<file path="src/rtl/mem_router_pkg.sv">
// Shared constants and scoreboard types for the memory bank router.
package mem_router_pkg;

    localparam int unsigned NUM_BANKS_DEF = 3;
    localparam int unsigned SEL_W_DEF     = 2;
    localparam int unsigned DATA_W_DEF    = 32;
    localparam int unsigned CNT_W_DEF     = 8;

    typedef enum logic [1:0] {
        ERR_NONE,
        ERR_ILLEGAL_SEL,
        ERR_WPROT
    } err_cause_t;

endpackage

</file>
<file path="src/rtl/mem_bank_router_sat_counter.sv">
// Saturating up-counter with synchronous clear; a clear coinciding with an
// increment leaves the count at 1 so the newest event is never lost.
module sat_counter #(
    parameter int unsigned W = 8
) (
    input  logic         clk,
    input  logic         reset,
    input  logic         clr,
    input  logic         inc,
    output logic [W-1:0] count
);

    always_ff @(posedge clk) begin
        if (reset) begin
            count <= '0;
        end else if (clr) begin
            count <= W'(inc);
        end else if (inc && (count != '1)) begin
            count <= count + W'(1);
        end
    end

endmodule

</file>
<file path="src/rtl/mem_bank_router.sv">
// Steers one data-memory port onto NUM_BANKS single-port banks, returns
// 1-cycle read data, and tracks illegal-select / write-protect errors.
module mem_bank_router
    import mem_router_pkg::*;
#(
    parameter int unsigned NUM_BANKS = NUM_BANKS_DEF,
    parameter int unsigned SEL_W     = SEL_W_DEF,
    parameter int unsigned DATA_W    = DATA_W_DEF,
    parameter int unsigned CNT_W     = CNT_W_DEF
) (
    input  logic                        clk,
    input  logic                        reset,
    input  logic                        req_valid,
    input  logic                        req_we,
    input  logic [SEL_W-1:0]            bank_sel,
    input  logic [NUM_BANKS-1:0]        wp_mask,
    output logic [NUM_BANKS-1:0]        bank_we,
    output logic [NUM_BANKS-1:0]        bank_re,
    input  logic [NUM_BANKS*DATA_W-1:0] bank_rdata,
    output logic [DATA_W-1:0]           rdata,
    output logic                        rdata_valid,
    output logic                        err_pulse,
    output logic                        err_sticky,
    output logic [CNT_W-1:0]            err_count,
    input  logic                        err_clear
);

    logic                 legal;
    logic                 wp_hit;
    logic                 active;
    logic                 err_now;
    logic [NUM_BANKS-1:0] sel_onehot;

    logic                 rd_pend;
    logic [SEL_W-1:0]     rd_bank;
    logic                 rd_ok;

    // Decode via a loop so an out-of-range select never indexes wp_mask.
    always_comb begin
        legal      = ({1'b0, bank_sel} < (SEL_W + 1)'(NUM_BANKS));
        wp_hit     = 1'b0;
        sel_onehot = '0;
        for (int unsigned i = 0; i < NUM_BANKS; i++) begin
            if (bank_sel == SEL_W'(i)) begin
                sel_onehot[i] = 1'b1;
                wp_hit        = wp_mask[i];
            end
        end
        active  = req_valid & ~reset;
        bank_we = (active & req_we)  ? (sel_onehot & ~wp_mask) : '0;
        bank_re = (active & ~req_we) ? sel_onehot : '0;
        err_now = active & (~legal | (req_we & wp_hit));
    end

    always_ff @(posedge clk) begin
        if (reset) begin
            rd_pend <= 1'b0;
            rd_bank <= '0;
            rd_ok   <= 1'b0;
        end else begin
            rd_pend <= req_valid & ~req_we;
            if (req_valid && !req_we) begin
                rd_bank <= bank_sel;
                rd_ok   <= legal;
            end
        end
    end

    // Gating with reset drops a read that was in flight when reset arrived.
    always_comb begin
        rdata_valid = rd_pend & ~reset;
        rdata       = '0;
        if (rdata_valid && rd_ok) begin
            for (int unsigned i = 0; i < NUM_BANKS; i++) begin
                if (rd_bank == SEL_W'(i)) begin
                    rdata = bank_rdata[i*DATA_W +: DATA_W];
                end
            end
        end
    end

    always_ff @(posedge clk) begin
        if (reset) begin
            err_pulse  <= 1'b0;
            err_sticky <= 1'b0;
        end else begin
            err_pulse <= err_now;
            if (err_now) begin
                err_sticky <= 1'b1;
            end else if (err_clear) begin
                err_sticky <= 1'b0;
            end
        end
    end

    sat_counter #(
        .W (CNT_W)
    ) u_err_cnt (
        .clk   (clk),
        .reset (reset),
        .clr   (err_clear),
        .inc   (err_now),
        .count (err_count)
    );

endmodule

</file>
<file path="config.mk">
export PLATFORM = sky130hd
export DESIGN_NAME = mem_bank_router
export DESIGN_NICKNAME = d
export VERILOG_FILES = /design/src/rtl/mem_router_pkg.sv /design/src/rtl/mem_bank_router_sat_counter.sv /design/src/rtl/mem_bank_router.sv
export SDC_FILE = /design/constraint.sdc
export NUM_CORES = 1
export LEC_CHECK = 0
export ABC_CLOCK_PERIOD_IN_PS = 1850
export CAP_MARGIN = 20
export CORE_AREA = 2 2 80 82
export CTS_BUF_LIST = sky130_fd_sc_hd__clkbuf_4
export CTS_CLUSTER_DIAMETER = 40
export DETAILED_ROUTE_END_ITERATION = 8
export DIE_AREA = 0 0 82 84
export PLACE_DENSITY = 0.77
export SYNTH_ARGS = -nofsm -noshare
export SYNTH_HDL_FRONTEND = slang
export SYNTH_HIERARCHICAL = 1
export SYNTH_SLANG_ARGS = --single-unit
export TNS_END_PERCENT = 5
</file>
<file path="constraint.sdc">
create_clock -name clk -period 1.85 [get_ports clk]
set_input_delay 0.2775 -clock clk [delete_from_list [all_inputs] [get_ports clk]]
set_output_delay 0.2775 -clock clk [all_outputs]
set_load 0.05 [all_outputs]
</file>
==> summary.txt <==
STA
  – Setup ws final: 7.751 ps
  – RSZ-0062 raised after global routing: yes
  – Final min period: roughly 1800 ps
  – Pins over their slew limit: 0
  – Least-Margin Pin Slew: 509.3 ps
  – Setup violators final: 0
  – Max Fclk: ~540 MHz
  – Slew margin rel.: 0.6599
  – Total negative slack: 0 ps
  – Clk_skew: 2.237 ps
  – Final-report hold violation count: 0
  – Part of the cycle the worst path needs: 0.9958

Floorplan
  – Die Y: 84 um
  – Row cnt: 29
  – Core area: slightly above 6000 sq um
  – I/O pins: between 150 and 200
  – Die Span X: about 82 um
  – Initial Utilization: 0.2804
  – Die footprint: 6888 sq um

Synthesis
  – Distinct cells, synth: 40
  – EDFF count, synth: 0
  – Most instantiated cells after synthesis: 36 x nand2_1, 35 x mux2i_1, 30 x a21oi_1, 29 x or2_0, 14 x dfxtp_1
  – Syn_nets: 338
  – Main synth FF type: dfxtp_1
  – Most common cell in the netlist: nand2_1
  – Share of async-settable or async-resettable flops after synthesis: 0
  – Post-synthesis sequential area ratio: 0.1640
  – Top post-synthesis cells by area: mux2i_1 20%, dfxtp_1 16%, or2_0 11%, a21oi_1 8.8%, nand2_1 7.9%
  – Post-synthesis instance area: ~1700 sq um
  – Area leader, netlist: mux2i_1
  – Top-area cell type share of the netlist area: 0.2050
  – Synth Instances: 231
  – Mapped Avg Cell Area: between 7 and 8 sq um
  – FF+latch count, synth: 14
  – Total number of yosys warnings: 6

Routing
  – Post-route ant nets: 0
  – Via/cell ratio: 4.950
  – Residual DRC count: 0
  – Total wire length: 8.316 mm
  – Pre-antenna DRT Iters: 4
  – Routed WL per cell: about 17 um
  – 1st-iter DRT viols: 50
  – DR vias: between 2000 and 2500

Critical path
  – Worst R2R End: u_err_cnt/count[7]
  – Slowest cell delay on critical path: 430 ps
  – Critical Path Start Type: flip-flop
  – Crit Reg-Reg Startpoint: u_err_cnt/count[0]
  – Crit-path leading delay family: flip-flops
  – Worst path buffer plus inverter count: 2
  – Worst reg-to-reg path cell count: 5
  – Critical path arrival: roughly 1600 ps
  – Reg2Reg Setup Slack: 150 ps
  – Worst path required time: roughly 1600 ps
  – Worst setup path class: flip-flop to output pin
  – Setup crit start: rd_bank[1]
  – CP Capture Type: output pin
  – Crit Path Max Fanout: 9
  – Slowest cell on the critical path: dfxtp_4
  – CP Cell Sequence: buf_8 > mux2i_1 > or2_2 > a21oi_4 > buf_12

GRT
  – Global-route wire length before repair: 12.19 mm
  – Via count of the first global-routing pass: around 2500
  – Initial antenna violation count: 0
  – Largest net degree at the start of global routing: 20
  – GRT Total Usage: 0.2251
  – Global route total overflow: 0

Worst hold path
  – Hold Path Class: input pin to flip-flop
  – Hold EP: err_pulse
  – Hold Crit Depth: 4
  – Beginning of the worst hold path: bank_sel[0]

Layout
  – Fill cells: 430
  – Final #Nets: around 510
  – ANT cells: 0
  – Layout area overhead: 156.1%
  – Layout cells sized above 1: 0.3449

Clock network
  – CTS buffer count: 3
  – Clock root buffer: clkbuf_4
  – CTS max path bufs: 2
  – H-tree levels: 1
  – Worst-Skew Late Latency: approximately 270 ps
  – CTS Sinks: 14
  – Reg clk slew, reported paths: around 80 ps
  – CTS tree: built

Flow run
  – Max_cap viols: 0

Power
  – P_leak: ~1.6 nW
  – Switching portion of total power: 0.3265
  – Peak supply drop: 318.3 uV
  – Pwr Density: around 250 nW/um^2
  – Pint: ~0.74 mW
  – Reg power frac: 0.291
  – Psw: around 0.36 mW
  – Clk pwr share: 0.159
  – Comb pwr share: 0.550

Placement
  – Final GP Congestion: about 0.83
  – Final HPWL DP: a little under 6 mm
  – Port bufs: ~150
  – Place WS: -510.3 ps

Outcome
  – Status: completed
power by group through the flow:
stage | Combinational [mW] | Clock (mW) | Sequential (mW)
CTS | 0.590 | 0.183 | 0.320
global placement | 0.520 | 0 | 0.326
floorplan | 0.214 | 0 | 0.335
global route | 0.642 | 0.190 | 0.321
finish | 0.605 | 0.175 | 0.320
detailed placement | 0.529 | 0 | 0.326
registers in the layout, indices dropped and copies added (netlist names):
signal,count
rd_pend,1
err_pulse,1
rd_ok,1
err_sticky,1
rd_bank,2
u_err_cnt/count,8
final cells by class:
type                       count  area (sq um)  area share
clock inverter                 1         3.754   0.0008576
clock buffer                   3         22.52    0.005146
inverter                       6         22.52    0.005146
sequential                    14         285.3     0.06518
tap                           77         96.34     0.02201
timing repair buffer         185          2250      0.5140
multi-input combinational    194          1697      0.3877
stage by stage:
| stage | power (mW) | hold WS (ps) | instances | util | instance area (sq um) |
|---|---|---|---|---|---|
| floorplan | 0.5489 | 346.6 | 231 | - | 1812 |
| global placement | 0.8450 | 497.3 | 470 | 0.6388 | 3894 |
| detailed placement | 0.8549 | 504.8 | 470 | 0.6388 | 3894 |
| CTS | 1.093 | 475.7 | 479 | 0.7092 | 4323 |
| global route | 1.153 | 482.2 | 480 | 0.7180 | 4377 |
| finish | 1.100 | 437.8 | 480 | 0.7180 | 4377 |
worst reg2reg max path, stage by stage, from the launching register on:
cell      delay, ps
dfxtp_1         380
ha_1            290
and2_1          240
a211oi_2        280
nand4_1         120
mux2_2          280
timing repair:
action	CTS	global route
pin swaps	7	7
gates resized for setup	60	27
cloned	2	0
buffers inserted	3	1
setup endpoints to repair	41	39
hold buffers	0	0
worst max-delay path by stage:
stage | depth (start not counted) | endpoint | slack, ps
2_1_floorplan | 3 | bank_re[0] | -210
3_3_place_gp | 9 | u_err_cnt/count[7] | -470
3_5_place_dp | 9 | u_err_cnt/count[7] | -510
4_1_cts | 5 | rdata[31] | -30
5_1_grt | 5 | rdata[30] | -50
6_report | 5 | rdata[31] | 8
cells by family after synthesis:
group | synth area share
AND/OR/NAND/NOR | 0.3148
XOR/XNOR | 0.01025
adder cells (fa/ha/maj) | 0.007319
multiplexers | 0.2116
flip-flops | 0.1640
AO/OA/AOI/OAI | 0.1911
buffers and inverters | 0.1010
cell usage in the layout (no fill, tap or decap), drive strengths merged, types with 3 or more instances in the layout:
cell	n
mux2i	35
nor2	10
nand4	4
dlymetal6s2s	5
clkbuf	3
nor3	6
buf	76
dfxtp	14
clkdlybuf4s50	100
dlygate4sd2	4
a211oi	4
a21oi	37
or2	35
nand2	36
inv	6
per-layer routing:
metal | global-route usage | vias up | part of all wire
met3 | 0.05411 | 10 | 0.087
li1 | - | 1146 | -
met1 | 0.2233 | 1129 | 0.34
met4 | 0.04545 | 0 | 0.011
met5 | 0 | - | 0
met2 | 0.4516 | 91 | 0.56
Note: power is estimated with default switching activity, not from simulation.
